`src/rtl/cpu_pkg.sv`:
```
`default_nettype none
// ------------------------------------------------------------------
// cpu_pkg : forwarding selects and hazard FSM states      rev 1.0
// ------------------------------------------------------------------
package cpu_pkg;

  localparam logic [1:0] FWD_RF  = 2'b00;
  localparam logic [1:0] FWD_EX  = 2'b01;
  localparam logic [1:0] FWD_MEM = 2'b10;

  typedef enum logic [0:0] {
    ST_RUN     = 1'b0,
    ST_LD_WAIT = 1'b1
  } hz_state_t;

endpackage
`default_nettype wire

```
`src/rtl/hazard_scoreboard.sv`:
```
`default_nettype none
// ------------------------------------------------------------------
// hazard_scoreboard : mul/div pending-result tracker       rev 1.0
// ------------------------------------------------------------------
module hazard_scoreboard
  import cpu_pkg::*;
#(
  parameter int AW     = 4,
  parameter int NSRC   = 2,
  parameter int MD_LAT = 4
) (
  input  logic               clk,
  input  logic               rst,
  input  logic [NSRC*AW-1:0] id_src,
  input  logic [NSRC-1:0]    id_src_vld,
  input  logic               id_uses_md,
  input  logic [AW-1:0]      ex_dst,
  input  logic               ex_md_start,
  output logic               md_busy,
  output logic               md_hazard
);

  localparam int CW = $clog2(MD_LAT);

  logic [CW-1:0]   md_cnt;
  logic [AW-1:0]   md_dst_q;
  logic [NSRC-1:0] src_hit;

  assign md_busy = (md_cnt != '0);

  for (genvar i = 0; i < NSRC; i++) begin : g_src
    assign src_hit[i] = id_src_vld[i] && (id_src[i*AW +: AW] == md_dst_q);
  end

  assign md_hazard = md_busy && (id_uses_md || (|src_hit));

  // A start while busy is illegal upstream; it is dropped rather than restarting the count.
  always_ff @(posedge clk) begin
    if (rst) begin
      md_cnt   <= '0;
      md_dst_q <= '0;
    end else if (ex_md_start && !md_busy) begin
      md_cnt   <= CW'(MD_LAT - 1);
      md_dst_q <= ex_dst;
    end else if (md_busy) begin
      md_cnt   <= md_cnt - CW'(1);
    end
  end

endmodule
`default_nettype wire

```
`src/rtl/hazard_ctrl.sv`:
```
`default_nettype none
// ------------------------------------------------------------------
// hazard_ctrl : forwarding, load-use / mul-div stall, flush rev 1.0
// ------------------------------------------------------------------
module hazard_ctrl
  import cpu_pkg::*;
#(
  parameter int AW         = 4,
  parameter int NSRC       = 2,
  parameter int LOAD_STALL = 1,
  parameter int MD_LAT     = 4
) (
  input  logic               clk,
  input  logic               rst,
  input  logic [NSRC*AW-1:0] id_src,
  input  logic [NSRC-1:0]    id_src_vld,
  input  logic               id_uses_md,
  input  logic [AW-1:0]      ex_dst,
  input  logic               ex_regwrite,
  input  logic               ex_memread,
  input  logic               ex_md_start,
  input  logic [AW-1:0]      mem_dst,
  input  logic               mem_regwrite,
  input  logic               branch_taken,
  output logic [NSRC*2-1:0]  fwd_sel,
  output logic               pc_pause,
  output logic               if_id_hold,
  output logic               if_id_flush,
  output logic               id_flush,
  output logic               md_busy
);

  localparam int LCW = (LOAD_STALL > 1) ? $clog2(LOAD_STALL) : 1;

  hz_state_t       state;
  logic [LCW-1:0]  ld_cnt;
  logic [NSRC-1:0] ld_hit;
  logic            load_use;
  logic            md_hazard;
  logic            stall_req;

  hazard_scoreboard #(
    .AW     (AW),
    .NSRC   (NSRC),
    .MD_LAT (MD_LAT)
  ) u_scoreboard (
    .clk         (clk),
    .rst         (rst),
    .id_src      (id_src),
    .id_src_vld  (id_src_vld),
    .id_uses_md  (id_uses_md),
    .ex_dst      (ex_dst),
    .ex_md_start (ex_md_start),
    .md_busy     (md_busy),
    .md_hazard   (md_hazard)
  );

  for (genvar i = 0; i < NSRC; i++) begin : g_src
    logic [AW-1:0] src;
    logic          ex_match;
    logic          mem_match;
    assign src       = id_src[i*AW +: AW];
    assign ex_match  = id_src_vld[i] && ex_regwrite  && (src == ex_dst);
    assign mem_match = id_src_vld[i] && mem_regwrite && (src == mem_dst);
    assign ld_hit[i] = ex_match && ex_memread;
    // A load in EX has no result yet, so only MEM may still supply the operand.
    assign fwd_sel[i*2 +: 2] = (ex_match && !ex_memread) ? FWD_EX  :
                               mem_match                 ? FWD_MEM : FWD_RF;
  end

  assign load_use    = |ld_hit;
  assign stall_req   = load_use || md_hazard || (state == ST_LD_WAIT);
  assign pc_pause    = stall_req && !branch_taken;
  assign if_id_hold  = stall_req && !branch_taken;
  assign if_id_flush = branch_taken;
  assign id_flush    = stall_req || branch_taken;

  always_ff @(posedge clk) begin
    if (rst || branch_taken) begin
      state  <= ST_RUN;
      ld_cnt <= '0;
    end else begin
      case (state)
        ST_RUN: begin
          if (load_use && (LOAD_STALL > 1)) begin
            state  <= ST_LD_WAIT;
            ld_cnt <= LCW'(LOAD_STALL - 1);
          end
        end
        ST_LD_WAIT: begin
          if (ld_cnt <= LCW'(1)) begin
            state  <= ST_RUN;
            ld_cnt <= '0;
          end else begin
            ld_cnt <= ld_cnt - LCW'(1);
          end
        end
        default: begin
          state  <= ST_RUN;
          ld_cnt <= '0;
        end
      endcase
    end
  end

endmodule
`default_nettype wire

```
`config.mk`:
```
export PLATFORM = sky130hd
export DESIGN_NAME = hazard_ctrl
export DESIGN_NICKNAME = d
export VERILOG_FILES = /design/src/rtl/cpu_pkg.sv /design/src/rtl/hazard_scoreboard.sv /design/src/rtl/hazard_ctrl.sv
export SDC_FILE = /design/constraint.sdc
export NUM_CORES = 1
export LEC_CHECK = 0
export CAP_MARGIN = 20
export CORE_MARGIN = 5
export CORE_UTILIZATION = 36
export CTS_CLUSTER_SIZE = 8
export DETAILED_ROUTE_END_ITERATION = 10
export PLACE_DENSITY = 0.77
export REMOVE_ABC_BUFFERS = 1
export SETUP_SLACK_MARGIN = 0.15
export SLEW_MARGIN = 20
export SYNTH_ARGS = -nofsm -noshare
export SYNTH_HDL_FRONTEND = slang
export SYNTH_SLANG_ARGS = --single-unit
```
`constraint.sdc`:
```
create_clock -name clk -period 1.9 [get_ports clk]
set_input_delay 0.38 -clock clk [delete_from_list [all_inputs] [get_ports clk]]
set_output_delay 0.38 -clock clk [all_outputs]
set_load 0.01 [all_outputs]
```
==> out/qor.txt <==
CTS H-tree lvls -> 1
Hold slack -> 0.403 ns
Final Cell Area -> 1180 µm²
Nets -> 155
Drt first pass iters -> 4
Total CTS buffers -> 3
Synth Area in Compound Gates -> 12.4%
Final Hold Viols -> 0
Worst path arrival time -> 1.52 ns
DRC -> 0
Grt ovf -> 0
Async SR Flop Fraction -> 0%
CTS tree -> built
Slowest cell delay on critical path -> 0.25 ns
RR Endpoint -> u_scoreboard.md_cnt[1]
Clock Tree Buf Depth -> 2
Critical path cell sequence -> clkdlybuf4s15_1 > xnor2_1 > nand4_1 > a21bo_1 > a21oi_2 > buf_2
Worst hold stages -> 3
First-pass GRT wire length -> 3330 µm
Die area -> 2560 µm²
CP max stage cell -> clkdlybuf4s15_1
Worst EP required -> 1.52 ns
Comb power frac -> 55.4%
GP Congestion -> 0.800
Status -> complete, no violations
Place WS -> -0.825 ns
Combinational family with the most area after synthesis -> XOR/XNOR gates
Crit path time final -> 1.90 ns
Delay-heaviest family, CP -> compound AO/OA/AOI/OAI gates
PortBufs -> 34
Sequential power share -> 26.2%
Design Power -> 0.000628 W
F_max -> 0.527 GHz
Pin count of the biggest net entering global routing -> 7
Clock share of power -> 18.4%
HP Class -> in2reg
#FFs+latches synth -> 6
Die X -> 50.6 µm
Initial antenna violation count -> 0
Post-DR wirelength/cell -> 14.8 µm
Post-synthesis mux area share -> 0%
Area delta synth->final -> 98.5%
Period utilisation layout -> 99.9%
Worst hold endpoint -> u_scoreboard.md_dst_q[2]
Worst setup path category -> in2out
Avg Vias per Cell -> 5.16
Dpl hpwl -> 1580 µm
Global Route Usage Sum -> 16.4%
Skew final -> 0.00173 ns
Post-synth top cells -> xnor2_1, xor2_1, nand3_1, dfxtp_1, nor3_1
Initial core utilization -> 38.5%
Reg clk slew, reported paths -> 0.04 ns
Final setup viols -> 0
Largest cells by area after synthesis -> dfxtp_1, xnor2_1, xor2_1
Unique masters post-synth -> 20
Power per Cell Area -> 534 nW/µm²
Io pins -> 35
RSZ-0062 raised after global routing -> true
Number of diodes -> 0
Num Clock Sinks -> 6
Xor and xnor area share after synthesis -> 35.4%
Maxcap violations -> 0
CORE AREA -> 1540 µm²
Row count -> 14
Hold path start -> ex_dst[2]
DRT iter0 DRCs -> 11
Worst Path Buf+Inv -> 2
Mapped Avg Cell Area -> 8.01 µm²
Headroom to the max-slew limit -> 84.7%
Slew Viols, Final -> 0
Post-synth EDFFs -> 0
Synth Area in Simple Gates -> 25.3%
Register area share after synthesis -> 20.3%
R2r startpoint -> u_scoreboard.md_cnt[1]
Ys Warns -> 0
Vias in the first global route -> 750
Sw Ratio -> 34.3%
Cells on worst reg2reg path -> 6
Root Driver -> clkbuf_4
Via count -> 733
Leak pwr -> 0.504 nW
Placed Area -> 1030 µm²
Syn Inst Count -> 74
Synthesized area -> 593 µm²
Clk_lat worst skew -> 0.24 ns
Ratio of cells with drive above 1 in the final layout -> 51.6%
Final worst slack -> 0.00214 ns
Area share of fa/ha/maj cells after synthesis -> 2.11%
VDD IR-drop max -> 0.560 mV
R2r setup slk -> 0.76 ns
DIE HEIGHT -> 50.6 µm
Detailed Route WL -> 2100 µm
Worst setup EP type -> output port
Share of the synthesized area in the top cell type -> 20.3%
Cell taking the most area after synthesis -> dfxtp_1
Most used flip-flop cell after synthesis -> dfxtp_1
Internal Power -> 0.000413 W
Remaining antenna violation count -> 0
Fin util -> 76.4%
Switching Power -> 0.000216 W
Startpoint types -> input port
CP Max Fanout -> 3
Least-Margin Pin Slew -> 0.229 ns
[power groups by stage]
stage,Clock [W],Combinational (W),Sequential (W)
floorplan,0,0.000135,0.000159
global placement,0,0.000302,0.000160
detailed placement,0,0.000308,0.000161
CTS,0.000124,0.000316,0.000164
global route,0.000131,0.000379,0.000166
finish,0.000116,0.000348,0.000165
[how the worst max path moves through the flow]
stage / startpoint / end / depth (start not counted)
finish: ex_dst[0] / pc_pause / 6
global route: ex_dst[0] / pc_pause / 6
CTS: u_scoreboard.md_dst_q[3] / if_id_hold / 6
detailed placement: ex_dst[2] / if_id_hold / 7
global placement: ex_dst[2] / pc_pause / 7
floorplan: u_scoreboard.md_cnt[0] / if_id_hold / 6
[flip-flops by register name (all words and copies together) (netlist names)]
name                   flops
u_scoreboard.md_cnt        2
u_scoreboard.md_dst_q      4
[cell families (layout without fill, tap and decap cells)]
group                    after synthesis  in the layout
flip-flops                             6              6
buffers and inverters                  5             57
XOR/XNOR                              24             24
AO/OA/AOI/OAI                          9              9
AND/OR/NAND/NOR                       29             29
adder cells (fa/ha/maj)                1              1
[timing repair]
item | in CTS | in global routing
setup endpoints to repair | 9 | 7
setup buffers | 1 | 4
hold buffers | 0 | 0
resized for setup | 112 | 20
pin swaps | 21 | 16
endpoints found under the hold margin | 0 | 0
cloned | 0 | 0
[per-layer routing]
layer / wire (µm) / part of all wire (%) / GRT usage [%]
met5: 0 / 0 / 0
met4: 0 / 0 / 7.66
met3: 189 / 9.0 / 4.44
met2: 1060 / 51 / 28.5
met1: 847 / 40 / 18.2
[per-stage QoR]
step	setup TNS [ns]	instances
finish	0	142
global route	-0.376	142
CTS	-0.0444	138
detailed placement	-4.90	134
global placement	-4.78	134
floorplan	0	72
[cells in the final DEF, fill, tap and decap left out, types with 2 or more instances in the layout]
| master | instances |
|---|---|
| buf_4 | 14 |
| xor2_1 | 7 |
| nor2_4 | 2 |
| nand2_1 | 5 |
| a21oi_1 | 4 |
| nor3_2 | 5 |
| nand3_1 | 8 |
| clkbuf_4 | 3 |
| clkdlybuf4s50_1 | 6 |
| clkdlybuf4s15_1 | 2 |
| a211oi_1 | 2 |
| buf_2 | 9 |
| buf_8 | 3 |
| nand4_1 | 2 |
| nor2_1 | 2 |
| xnor2_2 | 2 |
| dfxtp_2 | 5 |
| buf_6 | 8 |
| dlygate4sd2_1 | 8 |
| and4_4 | 2 |
| xnor2_1 | 10 |
| xor2_2 | 5 |
| inv_2 | 2 |
[final cells by class]
| type | count | area (µm²) |
|---|---|---|
| clock buffers | 3 | 22.5 |
| fillers | 109 | 364 |
| inverters | 3 | 13.8 |
| multi-input cells | 63 | 554 |
| flip-flops and latches | 6 | 126 |
| well taps | 16 | 20.0 |
| repair buffers | 51 | 440 |
[worst reg2reg max path, delay by kind of cell (launching register included)]
kind                     cells  cell delay (ns)
AO/OA/AOI/OAI                1             0.20
buffers and inverters        2             0.19
adder cells (fa/ha/maj)      1             0.16
AND/OR/NAND/NOR              2             0.17
flip-flops                   1             0.33
No activity file was read; power rests on OpenSTA's default activity.
